==> src/rtl/serial_adder.sv <==
// Bit-serial adder: one full-adder cell and a carry flip-flop, LSB first, Start/Busy/Done handshake.
// Optional subtract mode with signed overflow flag when SERIAL_ADDER_SUB_EN is defined.
module serial_adder #(
    parameter int unsigned WIDTH = 8
) (
    input  logic             Clk,
    input  logic             Reset,
    input  logic             Start,
    input  logic [WIDTH-1:0] A,
    input  logic [WIDTH-1:0] B,
    input  logic             CarryIn,
`ifdef SERIAL_ADDER_SUB_EN
    input  logic             Sub,
`endif
    output logic             Busy,
    output logic             Done,
    output logic [WIDTH-1:0] Sum,
`ifdef SERIAL_ADDER_SUB_EN
    output logic             Carry,
    output logic             Overflow
`else
    output logic             Carry
`endif
);

    localparam int unsigned CW = $clog2(WIDTH);

    typedef enum logic [1:0] {
        S_IDLE,
        S_ADD,
        S_DONE
    } state_t;

    state_t state, next_state;

    logic [WIDTH-1:0] areg, breg, res;
    logic [CW-1:0]    cnt;
    logic             c;
    logic             s, cn, last;

    assign s    = areg[0] ^ breg[0] ^ c;
    assign cn   = (areg[0] & breg[0]) | (areg[0] & c) | (breg[0] & c);
    assign last = (cnt == CW'(WIDTH - 1));

    assign Busy = (state != S_IDLE);
    assign Done = (state == S_DONE);

    always_ff @(posedge Clk) begin
        if (Reset)
            state <= S_IDLE;
        else
            state <= next_state;
    end

    always_comb begin
        next_state = state;
        case (state)
            S_IDLE:  if (Start) next_state = S_ADD;
            S_ADD:   if (last)  next_state = S_DONE;
            S_DONE:  next_state = S_IDLE;
            default: next_state = S_IDLE;
        endcase
    end

    always_ff @(posedge Clk) begin
        if (Reset) begin
            areg  <= '0;
            breg  <= '0;
            res   <= '0;
            cnt   <= '0;
            c     <= 1'b0;
            Sum   <= '0;
            Carry <= 1'b0;
`ifdef SERIAL_ADDER_SUB_EN
            Overflow <= 1'b0;
`endif
        end else begin
            case (state)
                S_IDLE: begin
                    if (Start) begin
                        areg <= A;
                        cnt  <= '0;
`ifdef SERIAL_ADDER_SUB_EN
                        // Subtraction as A + ~B + 1: invert B once at capture, force carry-in.
                        breg <= Sub ? ~B : B;
                        c    <= Sub ? 1'b1 : CarryIn;
`else
                        breg <= B;
                        c    <= CarryIn;
`endif
                    end
                end
                S_ADD: begin
                    areg <= areg >> 1;
                    breg <= breg >> 1;
                    res  <= {s, res[WIDTH-1:1]};
                    c    <= cn;
                    cnt  <= cnt + CW'(1);
                    if (last) begin
                        Sum   <= {s, res[WIDTH-1:1]};
                        Carry <= cn;
`ifdef SERIAL_ADDER_SUB_EN
                        // c is the carry into the MSB here, cn the carry out of it.
                        Overflow <= c ^ cn;
`endif
                    end
                end
                default: ;
            endcase
        end
    end

endmodule

==> config.mk <==
export PLATFORM = sky130hd
export DESIGN_NAME = serial_adder
export DESIGN_NICKNAME = d
export VERILOG_FILES = /design/src/rtl/serial_adder.sv
export SDC_FILE = /design/constraint.sdc
export NUM_CORES = 1
export LEC_CHECK = 0
export CAP_MARGIN = 20
export CORE_MARGIN = 2
export CORE_UTILIZATION = 50
export DETAILED_ROUTE_END_ITERATION = 6
export PLACE_DENSITY = 0.78
export SLEW_MARGIN = 15
export SYNTH_ARGS = -nofsm -noshare
export SYNTH_HDL_FRONTEND = slang
export SYNTH_SLANG_ARGS = --single-unit
==> constraint.sdc <==
create_clock -name Clk -period 1.5 [get_ports Clk]
set_input_delay 0.15 -clock Clk [delete_from_list [all_inputs] [get_ports Clk]]
set_output_delay 0.15 -clock Clk [all_outputs]
set_load 0.05 [all_outputs]
# == Word-level counts from Yosys, hierarchy flattened ==
# Index checks and enable logic that the tools add are counted.
# totals
ff_bits,39
latch_bits,0
mem_bits_rw,0
mem_bits_ro,0
n_memories,0
# classes
addsub,1
n_mul,0
div_mod_pow,0
n_lt_le_gt_ge,0
n_eq_ne,5
shifts,0
muxes,11
bitwise,7
n_reduce_logical,6
# op_table
operator,count
$pmux W8 S2,2
$mux W8,2
$pmux W3 S2,1
$reduce_and A2 Y1,3
$mux W2,2
$ne A2 B2 Y1 const B,2
$pmux W2 S2,1
$reduce_bool A2 Y1,2
$add A3 B1 Y3 const B,1
$and A1 B1 Y1,3
$eq A3 B3 Y1 const B,1
$mux W3,1
$eq A2 B1 Y1 const B,1
$eq A2 B2 Y1 const B,1
$logic_not A2 Y1,1
$or A1 B1 Y1,2
$pmux W1 S2,1
$xor A1 B1 Y1,2
$mux W1,1

# == Logic depth before layout (Yosys ltp) ==
# Gate-level depths: netlist of run 1.
# logic_depth
ltp_word,4
ltp_mapped,6
mapped_depth_nobuf,5

# == Least setup slack after synthesis of run 1 ==
# Ideal clock, no wire load.
# synth_path
path_type,reg-to-output
start,register state[1]
end,output Done
arrival_ns,1.230
required_ns,1.350
slack_ns,0.120
stages_incl_launch_ff,3
cell_sequence,dfxtp_1 > buf_2 > nor2b_1
# synth_via
elab_chain_len,1
# synth_lines
element,line_no,rtl
from (decl),34,"state_t state, next_state;"
from (signal assigned),52,state <= next_state;
$eq A2 B2 Y1,46,assign Done = (state == S_DONE);
to (decl),16,"output logic Done,"
# No other way between the ends.

# == Worst setup path after layout of run 1 ==
# layout_path
start,register state[0]
end,output Busy
# layout_via
elab_chain_len,1
# layout_lines
element,line_no,rtl
$reduce_bool A2 Y1,45,assign Busy = (state != S_IDLE);
to (decl),15,"output logic Busy,"
# No other way between the ends.

==> impl_metrics.toml, run 1 <==
[timing]
slew_viol_final = 0
worst_clock_skew_ns = 0.00849
fin_tns_setup_ns = 0
tightest_slew_ns = 0.413
fin_crit_sh_pct = 94.9
min_period_ns = 1.42
rsz0062_at_grt = "no"
setup_viol = 0
clock.fmax_mhz = 703
hold_viol = 0
maxSlewHeadroom_pct = 72.4

[cells_and_area]
layout_common_cells = "dfxtp_1 (37), a21oi_1 (34), nand2_1 (23)"
layout.nets = 231
area_delta_synth_final_pct = 27.3
instances_no_fill = 253
final_common_cell = "dfxtp_1"
fill_cells = 253
final_area_sq_um = 2010
post-route-util_pct = 66.4
diodes = 0
drive_gt1_share_pct = 18.7

[floorplanning]
die-width_um = 60.2
pin_count = 31
row_count = 20
core_sq_um = 3030
dieHeight_um = 60.2
initial_utilization_pct = 52.1
dieArea_sq_um = 3620

[worst_setup_path]
start_kind = "flop"
cp.required_ns = 1.35
slowest_delay_ns = 0.59
crit_type = "flop to output port"
rr_startpoint = "state[0]"
cp-end-kind = "output port"
critPathMaxFanout = 12
crit_chain = "or2_4, buf_12"
slowest_stage = "dfxtp_1"
cp_num_buf_inv = 1
cp.arrival_ns = 1.27
crit_start = "state[0]"
cp_top_family = "flip-flops"

[pwr]
power.density_nw_per_um2 = 1010
peakVddDrop_uv = 755
finalPower_uw = 2030
power.leakage_uw = 0.000765

[clock_network]
root_buffer = "clkbuf_4"
clock_sinks = 38
path_clk_slew_ns = 0.10
cts_tree = "yes"
cts_buffer_depth = 2
h-tree-depth = 2
worstSkewPairLatency_ns = 0.35
cts_made_buffers = 5

[global_route]
grt-ovfl-total = 0
grt_pass1_wl_um = 5490
antenna_found_initial = 0
grt.total_usage_pct = 20.6
grt_max_degree = 39
grt_pass1_vias = 1265

[placed_design]
dpl-instance-area_sq_um = 1920
hpwlAfterDp_um = 2220
dpl.cell_count = 244
finalWeightedCongestion = 0.790
portBuffers = 30

[logic_synthesis]
synth_cells = 177
ys_seq_area_share_pct = 48.2
yosysWarnings = 0
async_flop_share_pct = 0
synthDistinctLibCells = 28
synth_ff_type = "dfxtp_1"
syn_nets = 200
syn_avg_cell_area_sq_um = 8.92
yosys_register_bits = 38
synthesis.area_sq_um = 1580
synth_edf_count = 0

[run]
drv_cap = 0

[min_path]
hp-class = "input port to flop"
min_from = "B[7]"

[detailed_routing]
routedWlPerCell_um = 12.9
firstDrtPassIters = 4
drt_iter0_markers = 45
antenna_left = 0
via_per_inst = 5.20
dr_total_vias = 1316
routed_wirelength_um = 3280
drcViolationCount = 0

[run_status]
outcome = "finished, final reports clean"
cells by family after synthesis:
logic type | share of synthesized area (%)
AO/OA/AOI/OAI | 24.3
adder cells (fa/ha/maj) | 2.85
buffers and inverters | 8.95
flip-flops | 48.2
multiplexers | 0.634
AND/OR/NAND/NOR | 15.1
worst register-to-register path: cells and delay by family (launching register included):
family	cells	cell delay (ns)
AOI/OAI and AO/OA	1	0.17
buffers and inverters	1	0.22
and+or+nand+nor	2	0.31
DFF	1	0.59
metrics by stage:
| step | hold WS [ns] | setup slack (ns) |
|---|---|---|
| after global placement | 0.441 | 0.0419 |
| after floorplan | 0.310 | 0.120 |
| final | 0.393 | 0.0771 |
| after global routing | 0.404 | 0.0102 |
| after CTS | 0.377 | 0.00986 |
| after detailed placement | 0.447 | -0.00240 |
cell usage after synthesis (2+ instances only):
cell type / n / share of area (%)
inv_1: 17 / 4.0
clkbuf_1: 2 / 0.48
nor2b_1: 2 / 0.79
buf_2: 8 / 2.5
dfxtp_1: 38 / 48
buf_6: 2 / 1.4
nand2_1: 23 / 5.5
o221a_2: 5 / 3.6
nand3_1: 9 / 2.9
o21ai_0: 2 / 0.63
nor2_1: 5 / 1.2
ha_1: 2 / 1.6
a21oi_1: 34 / 11
buf_1: 2 / 0.48
a22oi_1: 2 / 0.95
o221a_1: 10 / 7.1
nand3b_1: 3 / 1.4
cell type report:
class | instances | area, sq um | share of cell area [%]
repair buffers | 38 | 370 | 18.4
multi-input cells | 108 | 684 | 34.0
flip-flops and latches | 38 | 762 | 37.9
clock inverters | 1 | 30.0 | 1.49
well taps | 44 | 55.1 | 2.74
inverters | 17 | 63.8 | 3.17
clock buffers | 7 | 45.0 | 2.24
final timing paths:
path                            slack (ns)  depth (start not counted)       to
worst min-delay path                  0.39                          3  breg[7]
worst max-delay path                  0.08                          2     Busy
worst max register to register        0.14                          4   cnt[0]
worst min register to register        0.46                          2   Sum[6]
timing repair:
| item | CTS | global route |
|---|---|---|
| pin swaps | 0 | 0 |
| hold buffers | 0 | 0 |
| buffers inserted | 0 | 1 |
| resized for setup | 1 | 2 |
| endpoints found under the setup margin | 2 | 3 |
where the power goes:
group	switching [uW]	internal (uW)	total, uW	leakage (uW)
clock network	330	354	684	0.0000395
registers	35.6	1060	1090	0.000312
logic	117	134	251	0.000414
total	483	1550	2030	0.000765
flip-flops by register name (all words and copies together), names as in the netlist:
| name | cells |
|---|---|
| state | 2 |
| cnt | 3 |
| areg | 8 |
| breg | 8 |
| Carry | 1 |
| c | 1 |
| Sum | 8 |
| res | 7 |
metal layers:
metal | share of wire, % | up-vias | track usage [%]
met5 | 0 | - | 0
met4 | 1.8 | 0 | 9.52
met3 | 5.1 | 7 | 6.93
met2 | 46 | 27 | 31.7
met1 | 47 | 614 | 25.8
li1 | - | 668 | -
Power figures use the tool's default switching activity.
==> run 2: changes to the inputs <==
--- a/config.mk
+++ b/config.mk
@@ -7,9 +7,10 @@
 export LEC_CHECK = 0
 export CAP_MARGIN = 20
 export CORE_MARGIN = 2
-export CORE_UTILIZATION = 50
+export CORE_UTILIZATION = 54
 export DETAILED_ROUTE_END_ITERATION = 6
-export PLACE_DENSITY = 0.78
+export MAX_ROUTING_LAYER = met4
+export PLACE_DENSITY = 0.83
 export SLEW_MARGIN = 15
 export SYNTH_ARGS = -nofsm -noshare
 export SYNTH_HDL_FRONTEND = slang
==> constraint.sdc (replaced) <==
create_clock -name Clk -period 1.8 [get_ports Clk]
set_input_delay 0.18 -clock Clk [delete_from_list [all_inputs] [get_ports Clk]]
set_output_delay 0.18 -clock Clk [all_outputs]
set_load 0.05 [all_outputs]
==> impl_metrics.toml, run 2 (synthesis gave the netlist of run 1 again) <==
[detailed_routing]
via_per_inst = 5.70
routed_wirelength_um = 3160
antenna_left = 0
routedWlPerCell_um = 13.4
drcViolationCount = 0
firstDrtPassIters = 4
dr_total_vias = 1345
drt_iter0_markers = 59

[pwr]
p_sw_uw = 401
power.leakage_uw = 0.000742
power.density_nw_per_um2 = 927
clkPwrFrac_pct = 40.1
p_sw_share_pct = 21.6
seq_power_share_pct = 49.1
pwr-share-comb_pct = 10.8
finalPower_uw = 1860
p_int_uw = 1460
peakVddDrop_uv = 1010

[global_route]
grt_pass1_vias = 1309
grt_pass1_wl_um = 5450
grt.total_usage_pct = 21.6
grt_max_degree = 39
antenna_found_initial = 0
grt-ovfl-total = 0

[placed_design]
dpl.cell_count = 228
hpwlAfterDp_um = 2080
portBuffers = 30
finalWeightedCongestion = 0.761

[cells_and_area]
drive_gt1_share_pct = 12.7
final_common_cell = "dfxtp_1"
layout.nets = 227
reg.largest.list = "Sum x8, areg x8, breg x8"
instances_no_fill = 236
diodes = 0
layout_common_cells = "dfxtp_1 (38), a21oi_1 (34), clkdlybuf4s50_1 (28)"
fill_cells = 205
area_delta_synth_final_pct = 26.9

[min_path]
hp-class = "input port to flop"
min_from = "B[7]"

[timing]
fin_tns_setup_ns = 0
tightest_slew_ns = 0.503
worst_clock_skew_ns = 0.0127
min_period_ns = 1.67
hold_viol = 0
clock.fmax_mhz = 597
slew_viol_final = 0
fin_crit_sh_pct = 93.0
maxSlewHeadroom_pct = 66.4
setup_viol = 0
rsz0062_at_grt = "no"

[floorplanning]
pin_count = 31
dieHeight_um = 58.1
dieArea_sq_um = 3370
row_count = 19
initial_utilization_pct = 57.3
die-width_um = 58.1
core_sq_um = 2760

[run_status]
outcome = "finished, final reports clean"

[clock_network]
h-tree-depth = 2
cts_tree = "yes"
cts_resized = 0
worstSkewPairLatency_ns = 0.34
root_buffer = "clkbuf_4"
cts_buffer_depth = 2
cts_made_buffers = 5
path_clk_slew_ns = 0.11
ctsHoldBuffers = 0
cts_setup_buffers = 0
clock_sinks = 38

[worst_setup_path]
cp-end-kind = "output port"
slowest_stage = "clkdlybuf4s50_1"
slowest_delay_ns = 0.80
cp.required_ns = 1.62
cp.arrival_ns = 1.49
cp_num_buf_inv = 1
start_kind = "flop"
critPathMaxFanout = 2
cp_top_family = "buffers and inverters"
rr_startpoint = "state[1]"
crit_chain = "clkdlybuf4s50_1"
crit_start = "Sum[1]"
crit_type = "flop to output port"

[run]
drv_cap = 0
[run 2: layer usage]
metal | up-vias | routed length [um] | GRT usage, %
met5 | - | 0 | -
met4 | 0 | 48 | 7.64
met3 | 7 | 211 | 7.59
met2 | 49 | 1470 | 32.6
met1 | 627 | 1430 | 26.8
li1 | 662 | - | -
[run 2: through the flow]
step           utilization [%]  setup WS, ns  cell area (sq um)  hold WS, ns
2_1_floorplan                -         0.390               1580        0.340
4_1_cts                   72.7         0.110               2000        0.422
5_1_grt                   72.7        0.0516               2000        0.424
6_report                  72.7         0.125               2000        0.434
3_3_place_gp              68.6         0.265               1890        0.443
3_5_place_dp              68.6         0.214               1890        0.447
[run 2: power by group through the flow]
stage	clock network, uW	registers (uW)	logic [uW]
detailed placement	0	930	199
global route	796	918	222
CTS	760	911	201
global placement	0	929	191
floorplan	0	919	138
finish	744	912	201
[run 2: final cells by class]
cell class | count | area [sq um] | area share [%]
tap | 31 | 38.8 | 1.94
sequential | 38 | 761 | 38.0
timing repair buffer | 34 | 350 | 17.5
clock inverter | 2 | 60.1 | 3.00
clock buffer | 6 | 51.3 | 2.56
inverter | 17 | 63.8 | 3.18
multi-input combinational | 108 | 679 | 33.9
[run 2: worst reg2reg max path, cell delays in order (launching register included)]
cell,delay (ns)
dfxtp_1,0.57
and2b_2,0.31
nand2b_2,0.24
o221a_2,0.24
[run 2: worst paths after layout]
path | slack [ns] | endpoint | cells after the start
setup reg to reg | 0.40 | breg[3] | 3
hold reg to reg | 0.46 | Sum[2] | 2
hold / removal | 0.43 | breg[7] | 3
setup / recovery | 0.13 | Sum[1] | 1
